### src/rtl/simple_computer_sequencer.sv
// Program sequencer for the four-op simple computer: fetch, decode and execute over a synchronous ROM.
// Optional single-step mode (PAUSE state and step input) is enabled by defining SEQ_STEP_EN.
module simple_computer_sequencer #(
    parameter int PC_W     = 4,
    parameter int PROG_LEN = 16,
    parameter int IMM_W    = 4
) (
    input  logic               clk,
    input  logic               reset_n,
    input  logic               start,
    output logic [PC_W-1:0]    instr_addr,
    input  logic [IMM_W+3:0]   instr_data,
    input  logic               dp_ready,
    output logic [3:0]         ctrl,
    output logic [1:0]         reg_sel,
    output logic [IMM_W-1:0]   imm,
    output logic               busy,
    output logic               done
`ifdef SEQ_STEP_EN
    ,
    input  logic               step
`endif
);

    localparam logic [PC_W-1:0] LAST_PC = PC_W'(PROG_LEN - 1);

    typedef enum logic [2:0] {
        S_IDLE   = 3'd0,
        S_FETCH  = 3'd1,
        S_DECODE = 3'd2,
        S_EXEC   = 3'd3,
`ifdef SEQ_STEP_EN
        S_PAUSE  = 3'd5,
`endif
        S_DONE   = 3'd4
    } state_t;

    state_t             state;
    state_t             state_next;
    logic [PC_W-1:0]    pc;
    logic [PC_W-1:0]    pc_next;
    logic [IMM_W+3:0]   ir;
    logic [3:0]         ctrl_next;
    logic               busy_next;
    logic               done_next;

    // Opcode 00 (MOVI) lands on bit 3, 11 (STR) on bit 0.
    function automatic logic [3:0] op_onehot(input logic [1:0] op);
        logic [3:0] base;
        base = 4'b1000;
        return base >> op;
    endfunction

    always_ff @(posedge clk or negedge reset_n) begin
        if (!reset_n) begin
            state <= S_IDLE;
            pc    <= '0;
            ir    <= '0;
            ctrl  <= 4'b0000;
            busy  <= 1'b0;
            done  <= 1'b0;
        end else begin
            state <= state_next;
            pc    <= pc_next;
            ctrl  <= ctrl_next;
            busy  <= busy_next;
            done  <= done_next;
            if (state == S_DECODE) begin
                ir <= instr_data;
            end
        end
    end

    // Outputs are computed for the next state so they register alongside it.
    always_comb begin
        state_next = state;
        pc_next    = pc;
        ctrl_next  = 4'b0000;
        case (state)
            S_IDLE: begin
                if (start) begin
                    pc_next    = '0;
                    state_next = S_FETCH;
                end
            end
            S_FETCH: begin
                state_next = S_DECODE;
            end
            S_DECODE: begin
                state_next = S_EXEC;
                ctrl_next  = op_onehot(instr_data[IMM_W+3:IMM_W+2]);
            end
            S_EXEC: begin
                if (dp_ready) begin
                    if (pc == LAST_PC) begin
                        state_next = S_DONE;
                    end else begin
                        pc_next = pc + 1'b1;
`ifdef SEQ_STEP_EN
                        state_next = S_PAUSE;
`else
                        state_next = S_FETCH;
`endif
                    end
                end else begin
                    ctrl_next = op_onehot(ir[IMM_W+3:IMM_W+2]);
                end
            end
`ifdef SEQ_STEP_EN
            S_PAUSE: begin
                if (step) begin
                    state_next = S_FETCH;
                end
            end
`endif
            S_DONE: begin
                state_next = S_IDLE;
            end
            default: begin
                state_next = S_IDLE;
            end
        endcase

        busy_next = (state_next == S_FETCH) || (state_next == S_DECODE) ||
`ifdef SEQ_STEP_EN
                    (state_next == S_PAUSE) ||
`endif
                    (state_next == S_EXEC);
        done_next = (state_next == S_DONE);
    end

    assign instr_addr = pc;
    assign reg_sel    = ir[IMM_W+1:IMM_W];
    assign imm        = ir[IMM_W-1:0];

endmodule

### config.mk
export PLATFORM = sky130hd
export DESIGN_NAME = simple_computer_sequencer
export DESIGN_NICKNAME = d
export VERILOG_FILES = /design/src/rtl/simple_computer_sequencer.sv
export SDC_FILE = /design/constraint.sdc
export NUM_CORES = 1
export LEC_CHECK = 0
export CELL_PAD_IN_SITES_DETAIL_PLACEMENT = 0
export CELL_PAD_IN_SITES_GLOBAL_PLACEMENT = 1
export CORE_ASPECT_RATIO = 0.75
export CORE_MARGIN = 3
export CORE_UTILIZATION = 39
export DETAILED_ROUTE_END_ITERATION = 10
export GPL_TIMING_DRIVEN = 0
export PLACE_DENSITY = 0.89
export SLEW_MARGIN = 20
export SYNTH_ARGS = -nofsm -noshare
export SYNTH_HDL_FRONTEND = slang
export SYNTH_SLANG_ARGS = --single-unit
### constraint.sdc
create_clock -name clk -period 2.1 [get_ports clk]
set_input_delay 0.42 -clock clk [delete_from_list [all_inputs] [get_ports clk]]
set_output_delay 0.42 -clock clk [all_outputs]
set_load 0.05 [all_outputs]
# After elaboration in Yosys (flattened, before gate mapping)
# Index checks and enable logic that the tools add are counted.
[word_totals] input_bits=12 wordCells=35 output_inout_bits=16 register_bits=21
[op_classes] eq_ne=11 mux=10 shift=2 add_sub_neg=1 n_reduce_logical=5
[op_table] operator="2-to-1 mux 4 bit" count=4
[op_table] operator="case mux 4 bit (2 select lines)" count=2
[op_table] operator="equality test 3 x 2 -> 1 bit, second input constant" count=4
[op_table] operator="case mux 3 bit (4 select lines)" count=1
[op_table] operator="2-to-1 mux 3 bit" count=3
[op_table] operator=">> shifter 4 x 2 -> 4 bit, first input constant" count=2
[op_table] operator="equality test 3 x 1 -> 1 bit, second input constant" count=2
[op_table] operator="!= test 2 bit, second input constant" count=3
[op_table] operator="adder 4 x 1 -> 4 bit, second input constant" count=1
[op_table] operator="equality test 4 bit, second input constant" count=1
[op_table] operator="AND reduction 4 bit" count=1
[op_table] operator="equality test 3 bit, second input constant" count=1
[op_table] operator="zero test 3 bit" count=1
[op_table] operator="logical OR 1 bit" count=2
[op_table] operator="nonzero test 2 bit" count=1

# Depth between registers and ports, before layout
[logic_depth] word_depth=7 ltp_mapped=4 depth_no_buf=4

# Least setup slack after synthesis
# No wires, ideal clock.
[synth_timing] path_type="register to register" start="reg pc[0], in the netlist instr_addr[0]" end="reg pc[0], in the netlist instr_addr[0]" t_required_ps=2030 path_slack_ps=385 path_stages_with_launch=5 path_buffers=0 setup_ps=70 period_less_slack_ps=1715 t_arrival_ps=1644 path_cell_list="dfrtp_1 ha_1 and3_1 or4b_1 nand3_1"
[synth_via] elab_chain_len=4 elab_cells_between_ends=7
[synth_rtl] item="from (decl)" line_no="40" source="logic [PC_W-1:0] pc;"
[synth_rtl] item="from (signal assigned)" line_no="64" source="pc <= pc_next;"
[synth_rtl] item="adder 4 x 1 -> 4 bit" line_no="98" source="pc_next = pc + 1'b1;"
[synth_rtl] item="2-to-1 mux 4 bit" line_no="95" source="if (pc == LAST_PC) begin"
[synth_rtl] item="2-to-1 mux 4 bit" line_no="94" source="if (dp_ready) begin"
[synth_rtl] item="case mux 4 bit (2 select lines)" line_no="79" source="case (state)"
# Parallel ways exist; a longest one is shown, timed or not. The select of a mux whose other input is x is not followed.
# A chain may end at the register's enable or synchronous reset.

# Worst setup path after layout
[layout_timing] start="reg pc[2], in the netlist instr_addr[2]" end="out instr_addr[2]"
[layout_rtl] item="to (decl)" line_no="11" source="output logic [PC_W-1:0] instr_addr,"
# No word-level cell between the ends.

==> out/results.ini <==
[timing]
final.setup.tns_ns = 0
final_critical_delay_including_setup_and_external_delays_ns = 2.023
final-max-slew-violation-count = 0
number_of_hold_violations_in_the_final_report = 0
final.period_utilization = 0.9631
timing.slew.headroom = 0.3804
worst_margin_slew_ns = 0.9265
fin_skew_ns = 0.007143
rsz0062_at_grt = no
report.final.setup_viol = 0
maxClockFrequency_ghz = 0.4944

[die]
core.rowCount = 15
initial_core_util = 0.4278
chipWidth_um = 65.05
placeableCoreArea_mm2 = 0.002384
die-area_mm2 = 0.003271
total_i_o_pin_count = 28
chipHeight_um = 50.29

[worst_hold_path]
worstHoldEndpoint = ctrl[3]$_DFF_PN0_
hold_path_depth = 1
worst_hold_path_type = flip-flop to flip-flop
worstHoldStart = ir[6]$_DFFE_PN0P_

[power]
p_switching_uw = 1020
internal_power_uw = 1199
power.total_uw = 2219
pwr-share-comb = 0.610
peakVddDrop_v = 0.0007862
p_leak_uw = 0.0005907
seq_power_share = 0.306
power-per-cell-area_mw_per_mm2 = 1632
clockPowerShare = 0.085
switching_share = 0.4597

[place]
placed_area_mm2 = 0.001333
buffer_ports.inserted = 27
post_dp_hpwl_mm = 1.487
finalWeightedCongestion = 0.7522

[detailed_routing]
detail_route.vias_per_cell = 4.877
drc = 0
drtPass1Iterations = 4
antenna_viol_nets_final = 0
count_of_routing_violations_after_the_opening_detailed_route_iteration = 16
drt_wl_cell_um = 12.39
totalWireLength_mm = 1.908
route.vias.total = 751

[setup_path]
r2r_slack_ns = 0.56
timing.critical_path.to_type = primary output
rr_startpoint = instr_addr[0]$_DFFE_PN0P_
slowest_stage = sky130_fd_sc_hd__clkdlybuf4s50_1
worst_setup_path_startpoint = instr_addr[2]$_DFFE_PN0P_
slowest_delay_ns = 0.84
critical_path_peak_fanout = 7
cp_data_arrival_time_ns = 1.60
timing.rr.end = instr_addr[0]$_DFFE_PN0P_
crit_path_start_kind = flip-flop
critPathBufInv = 1
worstRegToRegCells = 4
cp_required_ns = 1.68
cp_top_family = buffers and inverters
timing.critical_path.cells = clkdlybuf4s50_1
crit_type = flip-flop to primary output

[clock_network]
cts_tree = built
numClockSinks = 21
post_cts_buffers = 0
number_of_buffers_created_by_cts = 3
clockRootBuffer = sky130_fd_sc_hd__clkbuf_4
post_cts.resized_instances = 0
clkTransAtPathRegs_ns = 0.12
cts.htree.levels = 1
ctsHoldBuffers = 0
cts_buffer_depth = 2
clock_latency_ns = 0.30

[yosys]
synth-async-reset-ratio = 1.000
netlist_instances = 89
yosys.area.top_type = sky130_fd_sc_hd__dfrtp_1
synth.most_common_cell = sky130_fd_sc_hd__dfrtp_1
netlist_top_cells_area = sky130_fd_sc_hd__dfrtp_1 52%, sky130_fd_sc_hd__mux2_2 6.6%, sky130_fd_sc_hd__buf_4 5.9%, sky130_fd_sc_hd__nand2_1 2.6%, sky130_fd_sc_hd__nor2_1 2.2%
synth_seq_cells = 21
netlist.area_leader.share = 0.5153
synth_cell_area_mm2 = 0.001020
post_synth_most_frequent_cells = 21 x sky130_fd_sc_hd__dfrtp_1, 8 x sky130_fd_sc_hd__buf_4, 7 x sky130_fd_sc_hd__nand2_1
seq_area_frac_synth = 0.5153
synth_enable_flop_cells = 0
synth_area_per_cell_um2 = 11.46
synth.lib_cells_used.distinct = 32
synthFlopType = sky130_fd_sc_hd__dfrtp_1
synth.net_count = 102
count_of_synthesis_stage_warnings_from_yosys = 0

[global_routing]
overall_track_demand_over_capacity_in_global_routing = 0.1321
antenna_found_initial = 0
grt_start_max_net_pins = 22
first_global_vias = 720
global_route_wire_length_before_repair_mm = 3.325
grt_overflow_total = 0

[cells_and_area]
drive_above_1_share = 0.1917
final.fill_count = 220
final_nets = 134
num_antenna_cells = 0
area_delta_synth_final_pct = 33.37
stdcell_area_mm2 = 0.001360

[status]
outcome = finished clean

[job]
max_cap_viol = 0

==> metrics by stage <==
stage,util,hold slack [ns],instances,worst slack (ns)
after floorplan,-,0.1244,89,0.3852
after global placement,0.5591,0.4748,150,0.2059
after detailed placement,0.5591,0.4853,150,0.1949
after CTS,0.5706,0.5052,154,0.06258
after global routing,0.5706,0.5502,154,0.03103
final,0.5706,0.5028,154,0.07739
==> cell usage in the layout (no fill, tap or decap), types with 2 or more instances in the layout <==
| master | instances |
|---|---|
| sky130_fd_sc_hd__clkdlybuf4s50_1 | 27 |
| sky130_fd_sc_hd__dfrtp_1 | 21 |
| sky130_fd_sc_hd__buf_4 | 8 |
| sky130_fd_sc_hd__nand2_1 | 7 |
| sky130_fd_sc_hd__nor2_1 | 6 |
| sky130_fd_sc_hd__mux2_2 | 6 |
| sky130_fd_sc_hd__inv_1 | 4 |
| sky130_fd_sc_hd__o21ai_0 | 4 |
| sky130_fd_sc_hd__clkbuf_4 | 3 |
| sky130_fd_sc_hd__o32ai_1 | 2 |
| sky130_fd_sc_hd__nand4_1 | 2 |
| sky130_fd_sc_hd__nand3_1 | 2 |
| sky130_fd_sc_hd__o2bb2ai_1 | 2 |
| sky130_fd_sc_hd__nor3_1 | 2 |
| sky130_fd_sc_hd__nor2b_1 | 2 |
| sky130_fd_sc_hd__mux2i_1 | 2 |
| sky130_fd_sc_hd__or4b_1 | 2 |
==> power by group through the flow <==
stage                     Sequential, µW  Clock [µW]  Combinational, µW
after global placement               678           0               1340
after detailed placement             689           0               1360
after global routing                 705         216               1450
after floorplan                      904           0                762
after CTS                            678         200               1370
final                                678         188               1350
==> kinds of logic after synthesis <==
family | after synthesis | share of synthesized area
and+or+nand+nor | 32 | 0.2062
DFF | 21 | 0.5153
buffers and inverters | 14 | 0.08834
AOI/OAI and AO/OA | 13 | 0.09203
muxes | 8 | 0.08589
adders and majority gates | 1 | 0.01227
==> per-layer routing <==
layer / vias to the layer above / wire (µm) / global-route usage
met5: - / 0 / 0
met4: 0 / 0 / 0.02069
met3: 0 / 63 / 0.04251
met2: 11 / 926 / 0.2037
met1: 365 / 918 / 0.1857
li1: 375 / - / -
==> how the worst max path moves through the flow <==
stage | to | slack [ns] | cells past startpoint
5_1_grt | instr_addr[0] | 0.03 | 1
6_report | instr_addr[2] | 0.08 | 1
2_1_floorplan | instr_addr[0]$_DFFE_PN0P_ | 0.39 | 4
3_5_place_dp | state[0]$_DFF_PN0_ | 0.19 | 5
3_3_place_gp | state[0]$_DFF_PN0_ | 0.21 | 5
4_1_cts | instr_addr[2] | 0.06 | 1
==> state kept, by name (all words and copies together) (netlist names) <==
| register | flops |
|---|---|
| busy | 1 |
| ir | 8 |
| ctrl | 4 |
| state | 3 |
| instr_addr | 4 |
| done | 1 |
==> cell type report <==
cell class / count / area [µm²] / share of cell area
repair buffers: 27 / 270.3 / 0.1987
flip-flops and latches: 21 / 525.5 / 0.3864
multi-input cells: 54 / 404.1 / 0.2971
clock inverters: 1 / 5.005 / 0.003680
inverters: 4 / 15.01 / 0.01104
plain buffers: 10 / 75.07 / 0.05520
well taps: 34 / 42.54 / 0.03128
clock buffers: 3 / 22.52 / 0.01656
No activity file was read; power rests on OpenSTA's default activity.
